## config.mk

```make
export PLATFORM = sky130hd
export DESIGN_NAME = reorder_buffer
export DESIGN_NICKNAME = d
export VERILOG_FILES = /design/src/rtl/reorder_buffer_pkg.sv /design/src/rtl/rob_entry_array.sv /design/src/rtl/reorder_buffer.sv
export SDC_FILE = /design/constraint.sdc
export NUM_CORES = 1
export LEC_CHECK = 0
export ABC_AREA = 1
export CAP_MARGIN = 25
export CORE_MARGIN = 2
export CORE_UTILIZATION = 52
export CTS_CLUSTER_DIAMETER = 150
export DETAILED_ROUTE_END_ITERATION = 8
export PLACE_DENSITY = 0.79
export SETUP_SLACK_MARGIN = 0.2
export SLEW_MARGIN = 20
export SYNTH_ARGS = -nofsm -noshare
export SYNTH_HDL_FRONTEND = slang
export SYNTH_HIERARCHICAL = 1
export SYNTH_SLANG_ARGS = --single-unit
```

## constraint.sdc

```tcl
create_clock -name clk -period 3 [get_ports clk]
set_input_delay 0.9 -clock clk [delete_from_list [all_inputs] [get_ports clk]]
set_output_delay 0.9 -clock clk [all_outputs]
set_load 0.02 [all_outputs]
```

## src/rtl/reorder_buffer_pkg.sv

```systemverilog
// Shared widths and entry payload type for the reorder buffer.
package reorder_buffer_pkg;

   localparam int unsigned ROB_DEPTH = 16;
   localparam int unsigned ROB_TAG_W = 4;
   localparam int unsigned ROB_CNT_W = ROB_TAG_W + 1;
   localparam int unsigned PHYS_W    = 6;
   localparam int unsigned ARCH_W    = 5;

   // Static per-slot payload written at alloc; valid/done live beside it.
   typedef struct packed {
      logic              has_rd;
      logic [ARCH_W-1:0] arch_rd;
      logic [PHYS_W-1:0] phys_rd;
      logic [PHYS_W-1:0] old_phys_rd;
   } rob_payload_t;

endpackage

```

## src/rtl/rob_entry_array.sv

```systemverilog
// DEPTH x entry storage: one alloc write port, one done bit-set port, one head read port.
module rob_entry_array
   import reorder_buffer_pkg::*;
(
   input  logic                 clk,
   input  logic                 reset,
   input  logic                 wr_en_i,
   input  logic [ROB_TAG_W-1:0] wr_tag_i,
   input  rob_payload_t         wr_data_i,
   input  logic                 done_en_i,
   input  logic [ROB_TAG_W-1:0] done_tag_i,
   input  logic                 clr_en_i,
   input  logic [ROB_TAG_W-1:0] clr_tag_i,
   input  logic [ROB_TAG_W-1:0] rd_tag_i,
   output logic                 rd_valid_o,
   output logic                 rd_done_o,
   output rob_payload_t         rd_data_o
);

   logic [ROB_DEPTH-1:0] valid_q, valid_d;
   logic [ROB_DEPTH-1:0] done_q, done_d;
   rob_payload_t         payload_q [ROB_DEPTH];

   // Flag updates: done-set, then retire clear, then alloc write (alloc wins on the same slot).
   always_comb begin
      valid_d = valid_q;
      done_d  = done_q;
      if (done_en_i && valid_q[done_tag_i]) begin
         done_d[done_tag_i] = 1'b1;
      end
      if (clr_en_i) begin
         valid_d[clr_tag_i] = 1'b0;
         done_d[clr_tag_i]  = 1'b0;
      end
      if (wr_en_i) begin
         valid_d[wr_tag_i] = 1'b1;
         done_d[wr_tag_i]  = 1'b0;
      end
   end

   // Flag registers; reset discards every in-flight entry.
   always_ff @(posedge clk) begin
      if (reset) begin
         valid_q <= '0;
         done_q  <= '0;
      end else begin
         valid_q <= valid_d;
         done_q  <= done_d;
      end
   end

   // Payload storage; contents are meaningless while the slot is invalid.
   always_ff @(posedge clk) begin
      if (wr_en_i) begin
         payload_q[wr_tag_i] <= wr_data_i;
      end
   end

   assign rd_valid_o = valid_q[rd_tag_i];
   assign rd_done_o  = done_q[rd_tag_i];
   assign rd_data_o  = payload_q[rd_tag_i];

endmodule

```

## src/rtl/reorder_buffer.sv

```systemverilog
// In-order commit buffer: out-of-order completion, one in-order retire per cycle.
module reorder_buffer
   import reorder_buffer_pkg::*;
(
   input  logic                 clk,
   input  logic                 reset,
   input  logic                 alloc_valid,
   input  logic                 alloc_has_rd,
   input  logic [ARCH_W-1:0]    alloc_arch_rd,
   input  logic [PHYS_W-1:0]    alloc_phys_rd,
   input  logic [PHYS_W-1:0]    alloc_old_phys_rd,
   output logic                 alloc_ready,
   output logic [ROB_TAG_W-1:0] alloc_tag,
   input  logic                 complete_valid,
   input  logic [ROB_TAG_W-1:0] complete_tag,
   output logic                 retire_valid,
   output logic [ROB_TAG_W-1:0] retire_tag,
   output logic [ARCH_W-1:0]    retire_arch_rd,
   output logic [PHYS_W-1:0]    retire_phys_reg,
   output logic                 retire_free_valid,
   output logic                 rob_empty,
   output logic                 rob_full
);

   logic [ROB_TAG_W-1:0] head_q, head_d;
   logic [ROB_TAG_W-1:0] tail_q, tail_d;
   logic [ROB_CNT_W-1:0] count_q, count_d;
   logic                 ret_valid_q, ret_valid_d;
   logic [ROB_TAG_W-1:0] ret_tag_q, ret_tag_d;
   logic [ARCH_W-1:0]    ret_arch_q, ret_arch_d;
   logic [PHYS_W-1:0]    ret_phys_q, ret_phys_d;
   logic                 ret_free_q, ret_free_d;
   logic                 empty_q, empty_d;
   logic                 full_q, full_d;

   logic                 alloc_fire;
   logic                 retire_fire;
   logic                 head_valid;
   logic                 head_done;
   rob_payload_t         head_data;
   rob_payload_t         alloc_data;

   assign alloc_data = '{has_rd:      alloc_has_rd,
                         arch_rd:     alloc_arch_rd,
                         phys_rd:     alloc_phys_rd,
                         old_phys_rd: alloc_old_phys_rd};

   rob_entry_array u_entries (
      .clk        (clk),
      .reset      (reset),
      .wr_en_i    (alloc_fire),
      .wr_tag_i   (tail_q),
      .wr_data_i  (alloc_data),
      .done_en_i  (complete_valid),
      .done_tag_i (complete_tag),
      .clr_en_i   (retire_fire),
      .clr_tag_i  (head_q),
      .rd_tag_i   (head_q),
      .rd_valid_o (head_valid),
      .rd_done_o  (head_done),
      .rd_data_o  (head_data)
   );

   // Pointer, occupancy and retire-output next state; retire uses pre-edge done bit.
   always_comb begin
      alloc_ready = (count_q != ROB_CNT_W'(ROB_DEPTH));
      alloc_tag   = tail_q;
      alloc_fire  = alloc_valid & alloc_ready;
      retire_fire = head_valid & head_done;

      head_d      = head_q;
      tail_d      = tail_q;
      count_d     = count_q;
      ret_valid_d = retire_fire;
      ret_tag_d   = ret_tag_q;
      ret_arch_d  = ret_arch_q;
      ret_phys_d  = ret_phys_q;
      ret_free_d  = 1'b0;

      if (alloc_fire) begin
         tail_d = tail_q + ROB_TAG_W'(1);
      end
      if (retire_fire) begin
         head_d     = head_q + ROB_TAG_W'(1);
         ret_tag_d  = head_q;
         ret_arch_d = head_data.arch_rd;
         ret_phys_d = head_data.old_phys_rd;
         ret_free_d = head_data.has_rd;
      end
      if (alloc_fire && !retire_fire) begin
         count_d = count_q + ROB_CNT_W'(1);
      end else if (!alloc_fire && retire_fire) begin
         count_d = count_q - ROB_CNT_W'(1);
      end

      empty_d = (count_d == '0);
      full_d  = (count_d == ROB_CNT_W'(ROB_DEPTH));
   end

   // Control and retire-output registers.
   always_ff @(posedge clk) begin
      if (reset) begin
         head_q      <= '0;
         tail_q      <= '0;
         count_q     <= '0;
         ret_valid_q <= 1'b0;
         ret_tag_q   <= '0;
         ret_arch_q  <= '0;
         ret_phys_q  <= '0;
         ret_free_q  <= 1'b0;
         empty_q     <= 1'b1;
         full_q      <= 1'b0;
      end else begin
         head_q      <= head_d;
         tail_q      <= tail_d;
         count_q     <= count_d;
         ret_valid_q <= ret_valid_d;
         ret_tag_q   <= ret_tag_d;
         ret_arch_q  <= ret_arch_d;
         ret_phys_q  <= ret_phys_d;
         ret_free_q  <= ret_free_d;
         empty_q     <= empty_d;
         full_q      <= full_d;
      end
   end

   assign retire_valid      = ret_valid_q;
   assign retire_tag        = ret_tag_q;
   assign retire_arch_rd    = ret_arch_q;
   assign retire_phys_reg   = ret_phys_q;
   assign retire_free_valid = ret_free_q;
   assign rob_empty         = empty_q;
   assign rob_full          = full_q;

endmodule
```

==> results of run 1 <==
==> path summary, 6_finish.rpt <==
check,depth (start not counted),to,slack [ns]
hold reg to reg,2,u_entries/done_q[2],0.45
setup / recovery,4,alloc_ready,0.33
hold / removal,2,u_entries/done_q[2],0.45
setup reg to reg,11,u_entries/done_q[8],0.46
==> worst max-delay path: cells and delay by family, from the launching register on <==
family                   cells  cell delay [ns]
buffers and inverters        2             0.43
adder cells (fa/ha/maj)      1             0.27
flip-flops                   1             0.41
AND/OR/NAND/NOR              1             0.13
==> final cells by class <==
| cell class | count | area [um2] |
|---|---|---|
| Clock inverter | 16 | 165.2 |
| Timing Repair Buffer | 84 | 762.0 |
| Clock buffer | 30 | 665.6 |
| Tap cell | 275 | 344.1 |
| Fill cell | 1620 | 8373 |
| Sequential cell | 256 | 7054 |
| Inverter | 126 | 473.0 |
| Multi-Input combinational cell | 596 | 3317 |
==> per-layer routing <==
metal | wire length [um] | up-vias | share of wire | GRT usage
met2 | 12130 | 357 | 0.47 | 0.3684
met3 | 2249 | 56 | 0.088 | 0.03434
met5 | 0 | - | 0 | 0
met1 | 10640 | 3745 | 0.42 | 0.3111
met4 | 614 | 0 | 0.024 | 0.06495
li1 | - | 3714 | - | -
==> per-stage QoR <==
stage	hold slack [ns]	util	worst slack [ns]	std cells	instance area, um2
6_report	0.4470	0.6042	0.3314	1383	12780
3_5_place_dp	0.4385	0.5649	0.1233	1337	11950
2_1_floorplan	0.4230	-	0.4516	1050	11250
3_3_place_gp	0.4323	0.5649	0.1680	1337	11950
4_1_cts	0.4481	0.6041	0.3054	1383	12780
5_1_grt	0.4713	0.6042	0.2240	1383	12780
==> cells in the final DEF, fill, tap and decap left out, drive strengths merged <==
master         count
o21ai             90
bufinv             3
edfxtp           192
ha                 4
clkinv            11
nor2              78
o211ai            52
buf               41
clkbuf            30
clkinvlp           1
inv              127
dlygate4sd2        1
clkdlybuf4s50     42
a211oi             1
mux2i             52
a21oi            103
nand4              3
nor3               9
dfxtp             64
nor3b              1
xor2               4
nand3             67
nand2            130
o221ai             2
==> power breakdown <==
part / switching [W] / internal [W]
registers: 0.0000281 / 0.00386
clock network: 0.00130 / 0.00184
logic: 0.000242 / 0.000121
==> repair_timing <==
item                                    4_1_cts  5_1_grt
gates resized for setup                       1        1
pin swaps                                     0        0
endpoints found under the setup margin        1        5
gates cloned                                  0        0
==> summary.md, run 1 <==
## Layout
- number of flip-flops in the largest register: 192
- Reg with most FFs: u_entries/payload_q
- Antenna Cells: 0
- layout cells sized above 1: 0.1011
- registers with the most flip-flops: u_entries/payload_q: 192 flops, u_entries/done_q: 16 flops, u_entries/valid_q: 16 flops
- Post-layout nets: 1,120
- area growth from synthesis to final layout: 13.61%

## STA
- Worst Tran Pin Value: 0.7577 ns
- Clock Skews: 0.01508 ns
- final period demand of the worst path: 2.669 ns
- final sum of negative setup slack: 0 ns
- Final period util: 0.8895
- number of slew-limit violations in the final report: 0
- Max Clk Rate: 374.7 MHz
- number of setup violations in the final report: 0
- worst-case headroom to the max-slew limit: 0.4933
- setup repair after global routing missed its margin: false
- final hold violation count: 0

## Routing
- final routed wire length divided by cell count: 18.53 um
- post-DR vias/cell: 5.692
- number of optimization iterations in the first detailed-route pass: 5
- number of vias in the routed layout: 7,872
- detailed-route wire length: 25.63 mm
- Antenna Nets Post-Route: 0
- detailed router's first-iteration violation count: 990
- number of DRC violations after detailed routing: 0

## Clock network
- CTS tree: built
- total clock sinks: 256
- clock-pin slew reported for the worst setup and hold paths after clock tree synthesis: 0.06 ns
- Clock Latency Late Sink: 0.53 ns
- post-CTS setup buffer count: 0
- TritonCTS buffer count: 26
- CTS root buf: sky130_fd_sc_hd__clkbuf_16
- H-tree depth reported by CTS: 1
- CTS Hold Bufs: 0
- deepest clock path buffer count: 3

## Worst hold path
- hold path startpoint: u_entries/done_q[2]
- Tightest Hold Check Type: reg -> reg

## Critical path
- CP required: 2.10 ns
- Worst Path Max Fanout: 5
- biggest cell delay along the critical path: 0.41 ns
- critical path cell sequence: inv_1 -> ha_1 -> nand3_4 -> dlygate4sd2_1
- beginning of the critical path: count_q[0]
- Critical Setup Path Class: reg -> out
- startpoint of the worst register-to-register path: head_q[0]
- data arrival time at the worst-slack endpoint: 1.77 ns
- Critical-path top delay cell: sky130_fd_sc_hd__dfxtp_1
- endpoint type of the worst setup path: primary output
- Critical Path Source Type: flop

## Yosys
- total number of yosys warnings: 6
- Cells after Synth: 1,050
- number of nets produced by synthesis: 1,080
- post-synth design cell area: 11,250 um2
- Avg Inst Size Synth: 10.71 um2

## Status
- status: completed

## Floorplan
- die width: 151.1 um
- height of the chip: 151.1 um
- placeable core region: 21,150 um2
- standard-cell row count: 53
- starting density of the core: 0.5318
- boundary pin count: 50
- area of the die: 22,830 um2

## Flow run
- Max Cap Viol: 0

## Pwr
- largest voltage drop on the vdd net: 0.4799 mV
- power per standard cell area: 578.5 nW/um2
- Leak Pwr: 4.408 nW
- total power: 0.007394 W

## Global routing
- via count of the first global-routing pass: 7,202
- largest net degree at the start of global routing: 149
- leftover overflow at the end of global routing: 0
- overall global routing resource usage: 0.2241
- number of antenna violations at the first check in global routing: 0
- wire length of the first global-routing pass: 39.00 mm

## Place
- final weighted congestion of routability-driven global placement: 0.8800
- number of buffers added on ports: 43
- sum of net half-perimeters after detailed placement: 15.75 mm

(Power assumes the default switching activity.)
==> inputs of run 2 (changes only) <==
--- a/config.mk
+++ b/config.mk
@@ -7,11 +7,14 @@
 export LEC_CHECK = 0
 export ABC_AREA = 1
 export CAP_MARGIN = 25
+export CELL_PAD_IN_SITES_DETAIL_PLACEMENT = 1
+export CELL_PAD_IN_SITES_GLOBAL_PLACEMENT = 1
 export CORE_MARGIN = 2
-export CORE_UTILIZATION = 52
+export CORE_UTILIZATION = 51
 export CTS_CLUSTER_DIAMETER = 150
 export DETAILED_ROUTE_END_ITERATION = 8
-export PLACE_DENSITY = 0.79
+export PLACE_DENSITY = 0.91
+export REMOVE_ABC_BUFFERS = 1
 export SETUP_SLACK_MARGIN = 0.2
 export SLEW_MARGIN = 20
 export SYNTH_ARGS = -nofsm -noshare
==> run 2 against run 1 <==
  * Highest routed layer unchanged
  * Critical path depth grew 11
  * Final area increased by 1.3%
  * Flip-flop and latch count did not move
  * Sequential power about the same
  * Via count increased by 11%
==> summary.md, run 2 (synthesized netlist as in run 1, its figures left out) <==
## Status
- status: completed

## Pwr
- switching component of the power: 0.001704 W, +8.7%
- Switching Share: 0.2257, +0.01369
- internal power summed over all cells: 0.005847 W, +0.35%
- proportion of power drawn by the clock network: 0.431, +0.006
- largest voltage drop on the vdd net: 0.3766 mV, -22%
- Sequential Power Share: 0.516, -0.010
- relative contribution of combinational cells to total power: 0.054, +0.005
- power per standard cell area: 583.3 nW/um2, +0.83%
- Leak Pwr: 4.465 nW, +1.3%

## Critical path
- Critical Setup Path Class: reg -> reg
- Worst Path Max Fanout: 18, +13
- Critical Path Source Type: flop
- endpoint type of the worst setup path: flop
- Critical-path top delay cell: sky130_fd_sc_hd__dfxtp_4
- data arrival time at the worst-slack endpoint: 3.32 ns, +1.55 ns
- cell repeated most along the worst path: sky130_fd_sc_hd__nand2_1
- Worst R2R Path Depth: 15, +4
- biggest cell delay along the critical path: 0.38 ns, -0.03 ns
- critical path cell sequence: buf_12 -> a21oi_1 -> o21ai_0 -> o211ai_1 -> o211ai_1 -> nand2_1 -> nand2_1 -> inv_6 -> buf_4 -> nand3_1 -> nand3_1 -> nand2_1 -> nor2_2 -> nand3_1 -> nand2_1
- CP required: 3.48 ns, +1.38 ns

## Global routing
- largest net degree at the start of global routing: 151, +1.3%
- via count of the first global-routing pass: 9,203, +28%
- number of antenna violations at the first check in global routing: 0, unchanged
- overall global routing resource usage: 0.3030, +0.07897
- leftover overflow at the end of global routing: 0, unchanged
- wire length of the first global-routing pass: 54.37 mm, +39%

## Place
- number of buffers added on ports: 43, unchanged
- sum of net half-perimeters after detailed placement: 20.43 mm, +30%
- final weighted congestion of routability-driven global placement: 0.8054, -8.5%
- instance area after placement: 12,010 um2, +0.51%

## STA
- number of slew-limit violations in the final report: 0, unchanged
- worst-case headroom to the max-slew limit: 0.5013, +0.008041
- Worst Tran Pin Value: 0.7457 ns, -0.01202 ns
- Final period util: 0.9464, +0.05683
- number of setup violations in the final report: 0, unchanged
- Max Clk Rate: 352.2 MHz, -6.0%
- final period demand of the worst path: 2.839 ns, +0.1705 ns
- Clock Skews: 0.01521 ns, +0.0001305 ns
- final hold violation count: 0, unchanged
- setup repair after global routing missed its margin: false

## Clock network
- total clock sinks: 256, unchanged
- deepest clock path buffer count: 3, unchanged
- CTS tree: built
- Clock Latency Late Sink: 0.54 ns, about the same
- CTS root buf: sky130_fd_sc_hd__clkbuf_16
- H-tree depth reported by CTS: 1, unchanged
- clock-pin slew reported for the worst setup and hold paths after clock tree synthesis: 0.07 ns, about the same
- TritonCTS buffer count: 26, unchanged

## Layout
- Post-layout nets: 1,122, +0.18%
- number of flip-flops in the largest register: 192, unchanged
- Reg with most FFs: u_entries/payload_q
- highest-count cells in the layout ignoring fill and taps: sky130_fd_sc_hd__edfxtp_1 (192), sky130_fd_sc_hd__nand2_1 (125), sky130_fd_sc_hd__inv_1 (121), sky130_fd_sc_hd__a21oi_1 (93), sky130_fd_sc_hd__o21ai_0 (87)
- Antenna Cells: 0, unchanged
- layout cells sized above 1: 0.1079, +0.006831
- area used by sequential logic in the layout: 7056 um2, about the same
- Filler Cells Inserted: 2,270, +40%
- multi-input combinational cell area: 3329 um2, +0.38%
- most common library cell in the layout ignoring fill and taps: sky130_fd_sc_hd__edfxtp_1
- area growth from synthesis to final layout: 15.07%
- cell area after layout: 12,940 um2, +1.3%
- registers with the most flip-flops: u_entries/payload_q: 192 flops, u_entries/done_q: 16 flops, u_entries/valid_q: 16 flops
- utilization after layout: 0.5950, -0.009180

## Routing
- number of DRC violations after detailed routing: 0, unchanged
- final routed wire length divided by cell count: 26.23 um, +42%
- detailed-route wire length: 36.52 mm, +42%
- number of optimization iterations in the first detailed-route pass: 5, unchanged
- detailed router's first-iteration violation count: 1,070, +8.1%
- Antenna Nets Post-Route: 0, unchanged
- number of vias in the routed layout: 8,758, +11%
- post-DR vias/cell: 6.292, +11%

## Floorplan
- standard-cell row count: 54, +1.9%
- boundary pin count: 50, unchanged
- height of the chip: 152.5 um, +0.95%
- placeable core region: 21,760 um2, +2.8%
- die width: 152.5 um, +0.95%
- area of the die: 23,260 um2, +1.9%
- starting density of the core: 0.5171, -0.01471

## Worst hold path
- Hold Path Stages: 2, unchanged
- Tightest Hold Check Type: reg -> reg

## Flow run
- Max Cap Viol: 0, unchanged

## run 2: critical path, delay by kind of cell (launching register included)
kind            cells  cell delay, ns
simple gates        8            0.96
flops               1            0.38
compound gates      4            0.80
buf+inv             3            0.64
## run 2: layer usage
layer / up-vias / GRT usage / wire (um) / share of wire
li1: 3716 / - / - / -
met1: 4367 / 0.3737 / 13520 / 0.37
met2: 539 / 0.5221 / 18310 / 0.50
met3: 136 / 0.04465 / 2780 / 0.076
met4: 0 / 0.1539 / 1905 / 0.052
met5: - / 0 / 0 / 0
## run 2: power by group through the flow
stage                     logic (W)  clock network [W]  registers [W]
after floorplan            0.000172                  0        0.00397
after global placement     0.000346                  0        0.00396
after detailed placement   0.000376                  0        0.00397
after CTS                  0.000393            0.00329        0.00389
after global routing       0.000430            0.00340        0.00390
final                      0.000406            0.00325        0.00389
## run 2: cell type report
type,count,share of cell area
Sequential cell,256,0.5450
Multi-Input combinational cell,596,0.2572
Inverter,126,0.03692
Clock inverter,8,0.005993
Tap cell,280,0.02706
Clock buffer,40,0.05944
Timing Repair Buffer,86,0.06834
## run 2: worst paths after layout
| check | slack (ns) | from | to |
|---|---|---|---|
| setup / recovery | 0.16 | head_q[0] | rob_empty |
| hold / removal | 0.45 | u_entries/done_q[0] | u_entries/done_q[0] |
| setup reg to reg | 0.16 | head_q[0] | rob_empty |
| hold reg to reg | 0.45 | u_entries/done_q[0] | u_entries/done_q[0] |
## run 2: timing repair
item,CTS,global route
setup endpoints to repair,9,30
resized for setup,3,12
hold buffers,0,0
buffers inserted,0,3
cloned,0,0
## run 2: per-stage QoR
stage	hold slack (ns)	TNS (ns)	total power, W	setup slack, ns	cells
floorplan	0.4230	-155.38	0.004140	-2.920	978
global placement	0.4313	0	0.004307	0.02552	1341
detailed placement	0.4396	-0.9137	0.004342	-0.09383	1341
CTS	0.4487	0	0.007573	0.1826	1389
global route	0.4823	0	0.007725	0.09533	1392
finish	0.4502	0	0.007551	0.1609	1392
